$ cat src/rtl/usb_pkg.sv
// Shared USB host definitions: token/handshake PIDs and the OUT transaction state encoding.
package usb_pkg;
  localparam logic [3:0] PID_OUT = 4'b0001;
  localparam logic [3:0] PID_ACK = 4'b0010;
  localparam logic [3:0] PID_NAK = 4'b1010;

  typedef enum logic [2:0] {IDLE, SEND_TOK, SEND_DAT, WAIT_HS, GAP, DONE} txn_state_t;
endpackage

$ cat src/rtl/usb_gap_timer.sv
// Loadable down-counter with a zero flag; paces the idle gap before a retried token.
module usb_gap_timer #(
  parameter int W = 3
) (
  input  logic         clk,
  input  logic         rst_L,
  input  logic         load,
  input  logic         dec,
  input  logic [W-1:0] load_val,
  output logic         zero
);
  logic [W-1:0] cnt;

  always_ff @(posedge clk or negedge rst_L) begin
    if (!rst_L)                 cnt <= '0;
    else if (load)              cnt <= load_val;
    else if (dec && cnt != '0)  cnt <= cnt - W'(1);
  end

  assign zero = (cnt == '0);
endmodule

$ cat src/rtl/usb_out_txn_ctrl.sv
// Host-side OUT transaction sequencer: token -> DATA -> handshake, with bounded retries.
module usb_out_txn_ctrl
  import usb_pkg::*;
#(
  parameter int MAX_TRIES = 8,
  parameter int GAP_CYC   = 4
) (
  input  logic       clk,
  input  logic       rst_L,
  input  logic       txn_start,
  input  logic [6:0] txn_addr,
  input  logic [3:0] txn_endp,
  output logic       tok_start,
  output logic [3:0] tok_pid,
  output logic [6:0] tok_addr,
  output logic [3:0] tok_endp,
  input  logic       tok_done,
  output logic       dat_start,
  input  logic       dat_done,
  output logic       hs_start,
  input  logic       hs_receive,
  input  logic       hs_ack,
  input  logic       hs_nak,
  input  logic       hs_fail,
  output logic       txn_busy,
  output logic       txn_done,
  output logic       txn_ok,
  output logic       txn_err,
  output logic [3:0] tries_used
);
  localparam int GW = $clog2(GAP_CYC + 1);

  txn_state_t state, state_n;
  logic       entry;      // first cycle spent in the current state
  logic       ok_q;
  logic       hs_good, hs_bad, gap_load, gap_zero;

  always_comb begin
    state_n  = state;
    hs_good  = 1'b0;
    hs_bad   = 1'b0;
    gap_load = 1'b0;
    case (state)
      IDLE:     if (txn_start) state_n = SEND_TOK;
      SEND_TOK: if (tok_done)  state_n = SEND_DAT;
      SEND_DAT: if (dat_done)  state_n = WAIT_HS;
      WAIT_HS: begin
        // a receiver timeout overrides any coincident handshake
        if (hs_fail)         hs_bad = 1'b1;
        else if (hs_receive) begin
          if (hs_ack && !hs_nak) hs_good = 1'b1;
          else                   hs_bad  = 1'b1;
        end
        if (hs_good) state_n = DONE;
        else if (hs_bad) begin
          if (tries_used == 4'(MAX_TRIES)) state_n = DONE;
          else begin
            state_n  = GAP;
            gap_load = 1'b1;
          end
        end
      end
      GAP:      if (gap_zero) state_n = SEND_TOK;
      DONE:     state_n = IDLE;
      default:  state_n = IDLE;
    endcase
  end

  assign tok_start = (state == SEND_TOK) && entry;
  assign dat_start = (state == SEND_DAT) && entry;
  assign hs_start  = (state == WAIT_HS)  && entry;
  assign tok_pid   = PID_OUT;
  assign txn_busy  = (state != IDLE);
  assign txn_done  = (state == DONE);
  assign txn_ok    = (state == DONE) && ok_q;
  assign txn_err   = (state == DONE) && !ok_q;

  always_ff @(posedge clk or negedge rst_L) begin
    if (!rst_L) begin
      state      <= IDLE;
      entry      <= 1'b0;
      ok_q       <= 1'b0;
      tok_addr   <= '0;
      tok_endp   <= '0;
      tries_used <= '0;
    end else begin
      state <= state_n;
      entry <= (state_n != state);
      if (state == IDLE && txn_start) begin
        tok_addr   <= txn_addr;
        tok_endp   <= txn_endp;
        tries_used <= '0;
      end else if (tok_start) begin
        tries_used <= tries_used + 4'd1;
      end
      if (state == WAIT_HS && state_n == DONE) ok_q <= hs_good;
    end
  end

  // Loaded with GAP_CYC-1 so that exactly GAP_CYC cycles are spent in GAP.
  usb_gap_timer #(.W(GW)) u_gap (
    .clk      (clk),
    .rst_L    (rst_L),
    .load     (gap_load),
    .dec      (state == GAP),
    .load_val (GW'(GAP_CYC - 1)),
    .zero     (gap_zero)
  );
endmodule

$ cat config.mk
export PLATFORM = sky130hd
export DESIGN_NAME = usb_out_txn_ctrl
export DESIGN_NICKNAME = d
export VERILOG_FILES = /design/src/rtl/usb_pkg.sv /design/src/rtl/usb_gap_timer.sv /design/src/rtl/usb_out_txn_ctrl.sv
export SDC_FILE = /design/constraint.sdc
export NUM_CORES = 1
export LEC_CHECK = 0
export CAP_MARGIN = 20
export CORE_ASPECT_RATIO = 1.4
export CORE_MARGIN = 5
export CORE_UTILIZATION = 49
export CTS_BUF_LIST = sky130_fd_sc_hd__clkbuf_8
export DETAILED_ROUTE_END_ITERATION = 7
export GPL_TIMING_DRIVEN = 0
export PLACE_DENSITY = 0.88
export SLEW_MARGIN = 15
export SYNTH_ARGS = -nofsm -noshare
export SYNTH_HDL_FRONTEND = slang
export SYNTH_SLANG_ARGS = --single-unit
$ cat constraint.sdc
create_clock -name clk -period 3.9 [get_ports clk]
set_clock_uncertainty 0.2 [all_clocks]
set_input_delay 0.585 -clock clk [delete_from_list [all_inputs] [get_ports clk]]
set_output_delay 0.585 -clock clk [all_outputs]
set_load 0.02 [all_outputs]
==> results.md <==
* Status: complete, no violations
* Met2 GRT Util at around 28%
* PortBufs at 41
* Final Max Slew Viols at 0
* Post-synth ARST share at 100%
* Post-synth EDFFs at 0
* Pwr/cell area at about 730 nW/µm²
* Area growth from synthesis to layout at 40.8%
* Worst stage delay on the critical path at 620 ps
* Max Cap Viol at 0
* Iteration-0 DRC count of the detailed router at 29
* Clock sink total at 23
* Syn_area_per_cell at 10.8 µm²
* Cell Area, Synth at roughly 1200 µm²
* Crit-path cells: buf_4 -> inv_1 -> nor2_1 -> and2_1 -> nor2b_1 -> clkdlybuf4s50_1
* Most frequent cell after synthesis: dfrtp_1
* Synthesized instance count at 114
* Post-synth top area cell: dfrtp_1
* Final core occ at 72.2%
* Routed Wire Length at 2680 µm
* HPWL Detailed at ~2200 µm
* Crit path DAT at roughly 1900 ps
* Die Width at 52.3 µm
* Final min period at 2730 ps
* Peak VDD IR at 0.430 mV
* Fmax at 367 MHz
* Post-cts sizing count at 0
* DRC at 0
* M1 GR Usage at a little under a fifth
* Antenna violations before repair at 0
* Die area at between 3000 and 4000 µm²
* Ys flop type: dfrtp_1
* I/O pin count at 46
* Setup Fix Bufs, Post-CTS at 0
* Clk buf depth at 2
* Ys Warns at 0
* Count of cell types in the netlist at 36
* Setup_tns at 0 ps
* Area contributors post-synth: dfrtp_1 (47%), mux2_2 (11%), nor2_1 (4.3%)
* Vias per cell at between 4 and 5
* Worst path slowest cell: clkdlybuf4s50_1
* Clock transition at the registers of the reported paths at 80 ps
* Vias in the first global route at 1040
* Largest net degree at the start of global routing at 24
* Detail Route Antenna Nets at 0
* Register area share after synthesis at 46.9%
* Met3 usage at about 5.2%
* Cell Area, Placed at 1690 µm²
* Clock Latency Late Sink at around 260 ps
* H-tree levels at 1
* Global-route wire length before repair at 4690 µm
* Core area at 2390 µm²
* CTS root buffer: clkbuf_8
* Worst Path Max Fanout at 9
* Fin crit share at 69.9%
* Grt peak-use layer: met2
* Worst Max-Slew Pin Slew at 501 ps
* Rel. slew slack at around two thirds
* Final net count at 186
* Final Hold Fails at 0
* Startpoint Class: flip-flop
* Placer Congestion at 0.795
* Hold Crit Class: in2async
* Die height at 69.2 µm
* Crit path max-delay family: buffers and inverters
* P_leak at 0.000778 µW
* Setup CP Type: reg2out
* Grt total ovfl at 0
* Data required time of the critical path at 3120 ps
* Setup violations, final at 0
* Diode count at 0
* Row cnt at 21
* Final Cell Area at 1730 µm²
* RSZ-0062 raised after global routing: no
* Initial Util at 51.3%
* Endpoint class of the critical path: output port
* GRT Total Usage at 16.7%
* Worst Path Buf+Inv at 3
* Share of the synthesized area in the top cell type at 46.9%
* Vias at 953
* WL/cell at roughly 14 µm
* Synth Register Bits at 23
* Top cells by count, synth: dfrtp_1 (23), nor2_1 (14), mux2_2 (12)
* CTS tree: done
* # hold bufs at CTS at 0
* FILL cells at 168
* Drt pass-1 iters at 4
* Share of cells above drive strength 1 at around 19%
* CTS Buf Count at 3
[routing by layer]
layer | up-vias | wire length, µm
li1 | 470 | -
met1 | 443 | 980
met2 | 34 | 1430
met3 | 6 | 210
met4 | 0 | 62
met5 | - | 0
[metrics by stage]
step,worst slack [ps],std cells,power [µW],hold WS (ps)
after floorplan,1800,116,848,89.4
after global placement,1490,191,1100,279
after detailed placement,1440,191,1130,290
after CTS,1150,195,1280,314
after global routing,1050,195,1350,119
final,1170,195,1260,77.2
[path summary, 6_finish.rpt]
| path | from | slack [ps] | to | cells past startpoint |
|---|---|---|---|---|
| setup / recovery | state[0]$_DFF_PN0_ | 1170 | txn_err | 6 |
| hold / removal | rst_L | 80 | tok_addr[1]$_DFFE_PN0P_ | 1 |
| setup reg to reg | state[2]$_DFF_PN0_ | 2150 | tok_addr[2]$_DFFE_PN0P_ | 4 |
| hold reg to reg | u_gap.cnt[1]$_DFFE_PN0P_ | 310 | u_gap.cnt[1]$_DFFE_PN0P_ | 2 |
| max in group asynchronous | rst_L | 3080 | state[2]$_DFF_PN0_ | 1 |
| min in group clk | u_gap.cnt[1]$_DFFE_PN0P_ | 310 | u_gap.cnt[1]$_DFFE_PN0P_ | 2 |
[report_power, final]
group	internal, µW	switching, µW
logic	361	352
clock network	70.2	72.0
registers	342	65.9
total	773	490
[cell type report]
type | count | area [µm²] | area share [%]
Buffer | 9 | 72.6 | 4.20
Multi-Input combinational cell | 78 | 563 | 32.6
Tap cell | 34 | 42.5 | 2.46
Clock buffer | 3 | 41.3 | 2.39
Timing Repair Buffer | 41 | 405 | 23.5
Inverter | 6 | 22.5 | 1.30
Clock inverter | 1 | 3.75 | 0.217
Sequential cell | 23 | 576 | 33.3
[placed cells by master, fill, tap and decap left out, types with 2 or more instances in the layout]
cell              n
clkdlybuf4s50_1  40
dfrtp_1          23
nor2_1           14
mux2_2           12
inv_1             7
buf_4             6
nand2_1           6
o21ai_0           4
a21oi_1           4
ha_1              4
conb_1            4
nand2b_1          3
clkbuf_8          3
buf_6             2
buf_2             2
nand3_1           2
and3_1            2
xor2_1            2
xnor2_1           2
[kinds of logic (layout without fill, tap and decap cells)]
kind of cell / after synthesis / after routing / synth area share (%)
other: 2 / 4 / 0.612
flip-flops: 23 / 23 / 46.9
XOR/XNOR: 4 / 4 / 2.86
AO/OA/AOI/OAI: 13 / 13 / 6.53
adder cells (fa/ha/maj): 4 / 4 / 4.08
AND/OR/NAND/NOR: 40 / 40 / 19.4
buffers and inverters: 15 / 60 / 7.75
multiplexers: 13 / 13 / 11.8
[worst reg2reg max path: stages (launching register included)]
cell and delay [ps]:
dfrtp_1 420, nand2b_1 200, nor3_4 290, buf_6 200
mux2_2 340
[flip-flops by register name, indices dropped and copies added, names as in the netlist]
name        cells
tok_addr        7
tok_endp        4
tries_used      4
state           3
u_gap.cnt       3
entry           1
ok_q            1
No activity file was read; power rests on OpenSTA's default activity.
